### config.mk
export PLATFORM = sky130hd
export DESIGN_NAME = seg_scan_mux
export DESIGN_NICKNAME = d
export VERILOG_FILES = /design/src/rtl/seg_scan_mux.sv
export SDC_FILE = /design/constraint.sdc
export NUM_CORES = 1
export LEC_CHECK = 0
export BUFFER_PORTS_ARGS = -buffer_cell sky130_fd_sc_hd__buf_2
export CAP_MARGIN = 20
export CELL_PAD_IN_SITES_DETAIL_PLACEMENT = 0
export CELL_PAD_IN_SITES_GLOBAL_PLACEMENT = 1
export CORE_ASPECT_RATIO = 0.7
export CORE_MARGIN = 2
export CORE_UTILIZATION = 48
export CTS_CLUSTER_DIAMETER = 40
export DETAILED_ROUTE_END_ITERATION = 10
export PLACE_DENSITY = 0.85
export REMOVE_ABC_BUFFERS = 1
export SYNTH_ARGS = -nofsm -noshare
export SYNTH_HDL_FRONTEND = slang
export SYNTH_SLANG_ARGS = --single-unit
### constraint.sdc
create_clock -name clk -period 3.7 [get_ports clk]
set_clock_uncertainty 0.05 [all_clocks]
set_input_delay 0.185 -clock clk [delete_from_list [all_inputs] [get_ports clk]]
set_output_delay 0.185 -clock clk [all_outputs]
set_load 0.02 [all_outputs]
### src/rtl/seg_scan_mux.sv
// Four-digit multiplexed 7-seg scanner: blank/show per digit, frame-aligned
// double-buffered display value, optional leading-zero suppression.
module seg_scan_mux #(
    parameter int CLK_DIV      = 50000,
    parameter int BLANK_CYCLES = 4
) (
    input  logic        clk,
    input  logic        rst,
    input  logic [15:0] value_in,
    input  logic        load,
    input  logic        lz_blank,
    output logic [3:0]  digit_bcd,
    output logic [3:0]  an,
    output logic [1:0]  digit_sel,
    output logic        pending,
    output logic        frame_tick
);

    typedef enum logic {BLANK, SHOW} state_t;

    state_t      state, state_nxt;
    logic [19:0] cnt, cnt_nxt;
    logic [1:0]  sel_nxt;
    logic [15:0] pend_reg, disp_reg, disp_nxt;
    logic        boundary;
    logic        supp;
    logic [3:0]  an_nxt, bcd_nxt;

    // Outputs are computed from next-state values so the registered outputs
    // line up with the state registers on the same cycle.
    always_comb begin
        state_nxt = state;
        cnt_nxt   = cnt + 20'd1;
        sel_nxt   = digit_sel;
        boundary  = 1'b0;
        case (state)
            BLANK: if (cnt == 20'(BLANK_CYCLES - 1)) begin
                state_nxt = SHOW;
                cnt_nxt   = '0;
            end
            SHOW: if (cnt == 20'(CLK_DIV - 1)) begin
                state_nxt = BLANK;
                cnt_nxt   = '0;
                sel_nxt   = digit_sel + 2'd1;
                boundary  = (digit_sel == 2'd3);
            end
            default: state_nxt = BLANK;
        endcase

        disp_nxt = (boundary && pending) ? pend_reg : disp_reg;

        case (sel_nxt)
            2'd1:    supp = lz_blank && (disp_nxt[15:4]  == 12'd0);
            2'd2:    supp = lz_blank && (disp_nxt[15:8]  == 8'd0);
            2'd3:    supp = lz_blank && (disp_nxt[15:12] == 4'd0);
            default: supp = 1'b0;
        endcase

        an_nxt = 4'b1111;
        if (state_nxt == SHOW && !supp)
            an_nxt[sel_nxt] = 1'b0;
        bcd_nxt = supp ? 4'hF : disp_nxt[{sel_nxt, 2'b00} +: 4];
    end

    always_ff @(posedge clk) begin
        if (rst) begin
            state      <= BLANK;
            cnt        <= '0;
            digit_sel  <= '0;
            pend_reg   <= '0;
            disp_reg   <= '0;
            pending    <= 1'b0;
            frame_tick <= 1'b0;
            an         <= 4'b1111;
            digit_bcd  <= '0;
        end else begin
            state      <= state_nxt;
            cnt        <= cnt_nxt;
            digit_sel  <= sel_nxt;
            disp_reg   <= disp_nxt;
            // a load on the boundary edge re-arms pending for the new value
            if (load)
                pend_reg <= value_in;
            pending    <= load | (pending & ~boundary);
            frame_tick <= boundary;
            an         <= an_nxt;
            digit_bcd  <= bcd_nxt;
        end
    end

endmodule

==> flow_summary_export.csv, run 1 <==
group,metric,value,unit
clocking,cts_buffers,9,
timing,hold_violations,0,
critical_path,critical-path-top-delay-family,"simple AND/OR/NAND/NOR gates",
timing,tightest_slew,0.746,ns
critical_path,worstRegToRegCells,7,
logic_synthesis,ys_seq_elements,65,
critical_path,worstPathArrival,2.50,ns
critical_path,cp_max_fo,17,
logic_synthesis,yosys_warnings,0,
pwr,power_density,455,nW/um2
floorplanning,die_w,95.7,um
placement,dpl_cell_area,3010,um2
logic_synthesis,synth.area.mux_share,13.7,%
timing,setup_viol,0,
logic_synthesis,synth_top_area_share,46.1,%
critical_path,crit_start,"cnt[0]$_SDFF_PP0_",
detailed_routing,drt_pre_antenna_iters,4,
logic_synthesis,synth_area,2830,um2
floorplanning,io_pins,32,
clocking,cts_hold_buf,0,
grt,grt_pass1_wl,9410,um
min_path,hold_class,"in -> reg",
placement,place_congestion,0.771,
placement,placed_cells,386,
floorplanning,coreArea,5700,um2
finish,drive_gt1_share,21.4,%
finish,final_common_cell,"dfxtp_1",
finish,fin_util,56.8,%
logic_synthesis,synth_ff_type,"dfxtp_1",
critical_path,rrSetupSlack,1.35,ns
grt,grt_pass1_vias,1866,
clocking,path_clk_slew,0.07,ns
clocking,postCtsSetupRepairBufs,0,
finish,nNetsFinal,344,
critical_path,required,3.85,ns
detailed_routing,wl_per_cell,14.7,um
critical_path,crit_cells,7,
logic_synthesis,synth_area_leaders,"dfxtp_1 46%, mux2i_1 7.8%, nor2_1 7.2%, xor2_1 3.4%, mux2_2 2.8%",
critical_path,crit_slowest_cell,"nor3_4",
clocking,clk_latency,0.35,ns
timing,slew_viol_final,0,
detailed_routing,final_antenna_net_count,0,
grt,antenna_found_initial,0,
logic_synthesis,synthSimpleGateAreaFrac,22.9,%
logic_synthesis,synthArstFlopShare,0,%
logic_synthesis,synth_top_family_by_area,"simple AND/OR/NAND/NOR gates",
logic_synthesis,synth_compound_area_share,7.31,%
critical_path,cp-end-kind,"register",
critical_path,r2r_end,"digit_bcd[2]$_SDFF_PP0_",
clocking,clock_sinks,65,
pwr,max-vdd-ir-drop,0.000317,V
clocking,cts.path.max_buffers,2,
critical_path,worst-setup-path-type,"reg -> reg",
detailed_routing,viasPerCell,5.23,
placement,port-buffer-count,31,
floorplanning,initial_core_util,49.6,%
critical_path,slowest_delay,0.38,ns
logic_synthesis,synth_fa_ha_area_share,0.886,%
timing,max_freq,425,MHz
finish,stdcell_count,402,
detailed_routing,drc,0,
finish,largest_register_ff_count,20,
floorplanning,die_y,68.2,um
logic_synthesis,synth.avg_cell_area,9.68,um2
logic_synthesis,synth_cells,292,
timing,fin_ws,1.35,ns
logic_synthesis,synth-seq-area-share,46.1,%
outcome,outcome,"completed",
timing,fin_crit_sh,63.5,%
job,maxCapViolCount,0,
clocking,cts-resized-gates,0,
critical_path,start_kind,"register",
logic_synthesis,synth_xor_area_share,5.89,%
timing,worst_hold_slack,0.0199,ns
detailed_routing,drtIter0Drc,118,
finish,stdcell_area,3240,um2
clocking,cts_tree,"built",
clocking,cts-root-buf,"clkbuf_8",
pwr,p_total,1.47,mW
pwr,power_leakage,1.35,nW
timing,min_period,2.35,ns
grt,overflow,0,
critical_path,worstPathCellList,"ha_1 > nand3_2 > nor3_4 > nand3_4 > mux2_2 > o2bb2a_1 > a31oi_1",
placement,dp_hpwl,4140,um
finish,num_antenna_cells,0,
grt,grt_usage,19.8,%
logic_synthesis,synth-edff-count,0,
detailed_routing,routed_wl,5900,um
finish,final_cell_mix,"65 x dfxtp_1, 54 x nor2_1, 31 x buf_2",
critical_path,crit_buf_inv,0,
floorplanning,rows,23,
timing,grt_setup_unrepaired,"false",
detailed_routing,vias,2104,
clocking,htreeDepth,3,
placement,preCtsSetupSlack,1.38,ns
logic_synthesis,synth.largest_area_cell,"dfxtp_1",
timing,finalSetupTns,0,ns
critical_path,cp-endpoint,"digit_bcd[2]$_SDFF_PP0_",
timing,slew_headroom,49.9,%
critical_path,worstReg2RegStart,"cnt[0]$_SDFF_PP0_",
finish,area_delta_synth_final,14.5,%
logic_synthesis,synth_cell_types,44,
floorplanning,die_area,6530,um2
grt,grt_max_degree,42,
[report_power, final]
part	leakage, nW	internal, mW	total (mW)	switching, mW
Combinational	0.706	0.0278	0.0635	0.0357
Sequential	0.528	0.716	0.729	0.0132
Clock	0.113	0.400	0.679	0.279
[worst min-delay path by stage]
stage          slack (ns)  cells past startpoint         start                         to
6_report             0.02                      3   value_in[4]   pend_reg[4]$_SDFFE_PP0P_
5_1_grt              0.04                      3  value_in[15]  pend_reg[15]$_SDFFE_PP0P_
4_1_cts              0.01                      3   value_in[5]   pend_reg[5]$_SDFFE_PP0P_
3_5_place_dp         0.38                      3   value_in[8]   pend_reg[8]$_SDFFE_PP0P_
3_3_place_gp         0.37                      3   value_in[4]   pend_reg[4]$_SDFFE_PP0P_
2_1_floorplan        0.20                      1           rst    digit_sel[1]$_SDFF_PP0_
[worst min-delay path, cell delays in order]
cell     delay (ns)
buf_2          0.08
mux2i_1        0.05
nor2_1         0.07
[cells by family after synthesis]
logic type | after synthesis
AO/OA/AOI/OAI | 27
AND/OR/NAND/NOR | 126
adder cells (fa/ha/maj) | 2
multiplexers | 35
flip-flops | 65
XOR/XNOR | 19
buffers and inverters | 18
[final cells by class]
cell class                      instances  area, um2
Tap cell                               75       93.8
Clock inverter                          6       90.1
Inverter                                5       18.8
Sequential cell                        65       1300
Clock buffer                           10        138
Timing Repair Buffer                   32        163
Multi-Input combinational cell        209       1430
Fill cell                             530       2460
[synth_stat cells, types with 2 or more instances]
cell      count
buf_6         3
dfxtp_1      65
o2bb2a_1      3
a22oi_2       3
o31ai_1       2
xor2_1       11
o21ai_0       2
ha_1          2
a31oi_1       4
xnor2_1       8
inv_1         5
and3_1        5
nand4_1       7
nor4_1        9
and2_1        3
buf_2         2
nand3_1       8
mux2i_1      22
nor2_1       54
nor3_1        5
mux2_2        7
a21oi_1       5
nand2_1      14
mux2_4        5
clkbuf_1      8
nor2b_1      11
and4_1        2
[layer usage]
metal / vias to the layer above / GRT usage [%] / part of all wire [%] / wire length (um)
met4: 0 / 6.96 / 1.3 / 75
met3: 6 / 6.61 / 5.7 / 334
met5: - / 0 / 0 / 0
met2: 52 / 24.7 / 37 / 2170
li1: 1077 / - / - / -
met1: 969 / 30.6 / 56 / 3320
(Power assumes the default switching activity.)
==> run 2, diff against run 1 <==
--- a/config.mk
+++ b/config.mk
@@ -11,10 +11,10 @@
 export CELL_PAD_IN_SITES_GLOBAL_PLACEMENT = 1
 export CORE_ASPECT_RATIO = 0.7
 export CORE_MARGIN = 2
-export CORE_UTILIZATION = 48
+export CORE_UTILIZATION = 44
 export CTS_CLUSTER_DIAMETER = 40
 export DETAILED_ROUTE_END_ITERATION = 10
-export PLACE_DENSITY = 0.85
+export PLACE_DENSITY = 0.79
 export REMOVE_ABC_BUFFERS = 1
 export SYNTH_ARGS = -nofsm -noshare
 export SYNTH_HDL_FRONTEND = slang
==> constraint.sdc (replaced) <==
create_clock -name clk -period 2.25 [get_ports clk]
set_clock_uncertainty 0.05 [all_clocks]
set_input_delay 0.1125 -clock clk [delete_from_list [all_inputs] [get_ports clk]]
set_output_delay 0.1125 -clock clk [all_outputs]
set_load 0.02 [all_outputs]
==> run 2 against run 1 <==
Total power rose by 63%. First-iteration DRC count fell by 38%. Cell count rose by 8.7%. Critical path depth did not move. Global-route usage fell by 0.097 points. Die area rose by 8.6%. Count of clock-buffer cells in the layout fell by 1.
==> flow_summary_export.csv, run 2 (synthesized netlist as in run 1, its figures left out) <==
group,metric,value,unit
outcome,outcome,"completed",
timing,worst_hold_slack,0.0722,ns
clocking,cts_buffers,9,
critical_path,crit_start,"cnt[11]$_SDFF_PP0_",
clocking,cts.path.max_buffers,2,
finish,stdcell_count,437,
timing,fin_crit_sh,94.6,%
detailed_routing,vias,2220,
grt,grt_usage,19.7,%
floorplanning,die_y,71.0,um
finish,area_delta_synth_final,25.0,%
timing,fin_ws,0.122,ns
placement,placed_cells,405,
floorplanning,initial_core_util,45.5,%
timing,hold_violations,0,
critical_path,worstRegToRegCells,7,
detailed_routing,drc,0,
clocking,clk_latency,0.34,ns
finish,fillerInstances,568,
placement,place_congestion,0.872,
floorplanning,rows,24,
grt,grt_pass1_wl,10700,um
grt,gr-max-usage-layer,"met1",
detailed_routing,final_antenna_net_count,0,
clocking,path_clk_slew,0.08,ns
placement,dp_hpwl,4450,um
critical_path,worstReg2RegStart,"cnt[11]$_SDFF_PP0_",
placement,port-buffer-count,31,
grt,grt_max_degree,28,
finish,final_common_cell,"dfxtp_1",
timing,setup_viol,0,
finish,drive_gt1_share,24.5,%
grt,grt_util_met3,5.93,%
finish,ff_latch_area,1300,um2
detailed_routing,wl_per_cell,14.5,um
timing,grt_setup_unrepaired,"true",
floorplanning,die_w,99.8,um
grt,antenna_found_initial,0,
timing,slew_headroom,65.9,%
pwr,power_leakage,1.50,nW
grt,grt_util_met2,26.2,%
critical_path,cp_max_fo,8,
critical_path,required,2.43,ns
finish,largest_register_ff_count,20,
pwr,max-vdd-ir-drop,0.000541,V
finish,nNetsFinal,376,
critical_path,r2r_end,"digit_bcd[3]$_SDFF_PP0_",
grt,met1_usage,29.9,%
critical_path,start_kind,"register",
timing,finalSetupTns,0,ns
detailed_routing,drtIter0Drc,73,
critical_path,cp-end-kind,"register",
job,maxCapViolCount,0,
timing,slew_viol_final,0,
grt,overflow,0,
finish,num_antenna_cells,0,
timing,max_freq,470,MHz
placement,dpl_cell_area,3130,um2
clocking,clock_sinks,65,
timing,min_period,2.13,ns
detailed_routing,routed_wl,6350,um
floorplanning,io_pins,32,
clocking,cts_tree,"built",
clocking,cts-root-buf,"clkbuf_8",
detailed_routing,drt_pre_antenna_iters,6,
critical_path,worstPathArrival,2.31,ns
floorplanning,die_area,7090,um2
critical_path,worst-setup-path-type,"reg -> reg",
detailed_routing,viasPerCell,5.08,
finish,fin_util,56.8,%
timing,tightest_slew,0.507,ns
pwr,p_total,2.40,mW
pwr,power_density,681,nW/um2
finish,final_cell_mix,"65 x dfxtp_1, 54 x nor2_1, 31 x buf_2",
clocking,htreeDepth,3,
floorplanning,coreArea,6220,um2
placement,preCtsSetupSlack,0.0698,ns
critical_path,rrSetupSlack,0.12,ns
grt,grt_pass1_vias,2096,
min_path,hold_class,"in -> reg",
finish,multi_input_area,1450,um2
finish,stdcell_area,3530,um2
critical_path,cp-endpoint,"digit_bcd[3]$_SDFF_PP0_",
==> run 2: worst min-delay path by stage <==
stage	start	endpoint	cells after the start
after floorplan	rst	digit_sel[1]$_SDFF_PP0_	1
after global placement	value_in[8]	pend_reg[8]$_SDFFE_PP0P_	3
after detailed placement	value_in[5]	pend_reg[5]$_SDFFE_PP0P_	3
final	rst	pend_reg[9]$_SDFFE_PP0P_	2
after CTS	rst	disp_reg[1]$_SDFF_PP0_	2
after global routing	rst	pend_reg[9]$_SDFFE_PP0P_	2
==> run 2: layout make-up <==
class	count	area share, %
flip-flops and latches	65	36.9
well taps	78	2.76
repair buffers	64	12.5
clock inverters	7	2.69
inverters	5	0.532
clock buffers	9	3.51
multi-input cells	209	41.1
==> run 2: worst max-delay path, cell delays in order, from the launching register on <==
cell,delay [ns]
dfxtp_1,0.35
nor4_1,0.40
and3_4,0.32
nand3_4,0.12
buf_4,0.18
mux2_2,0.30
a22oi_2,0.20
a31oi_1,0.10
==> run 2: timing repair <==
| item | 4_1_cts | 5_1_grt |
|---|---|---|
| hold endpoints to repair | 16 | 0 |
| resized for setup | 0 | 5 |
| setup buffers | 0 | 0 |
| endpoints found under the setup margin | 0 | 5 |
| hold buffers | 16 | 0 |
==> run 2: routing by layer <==
layer	up-vias	wire, um	share of wire (%)
met5	-	0	0
met4	0	33	0.52
met3	4	279	4.4
met2	38	2510	40
met1	1032	3520	55
li1	1146	-	-
==> run 2: power by group <==
group	leakage, nW	internal (mW)	switching (mW)
Combinational	0.859	0.0661	0.0635
Sequential	0.528	1.18	0.0220
Clock	0.109	0.623	0.453
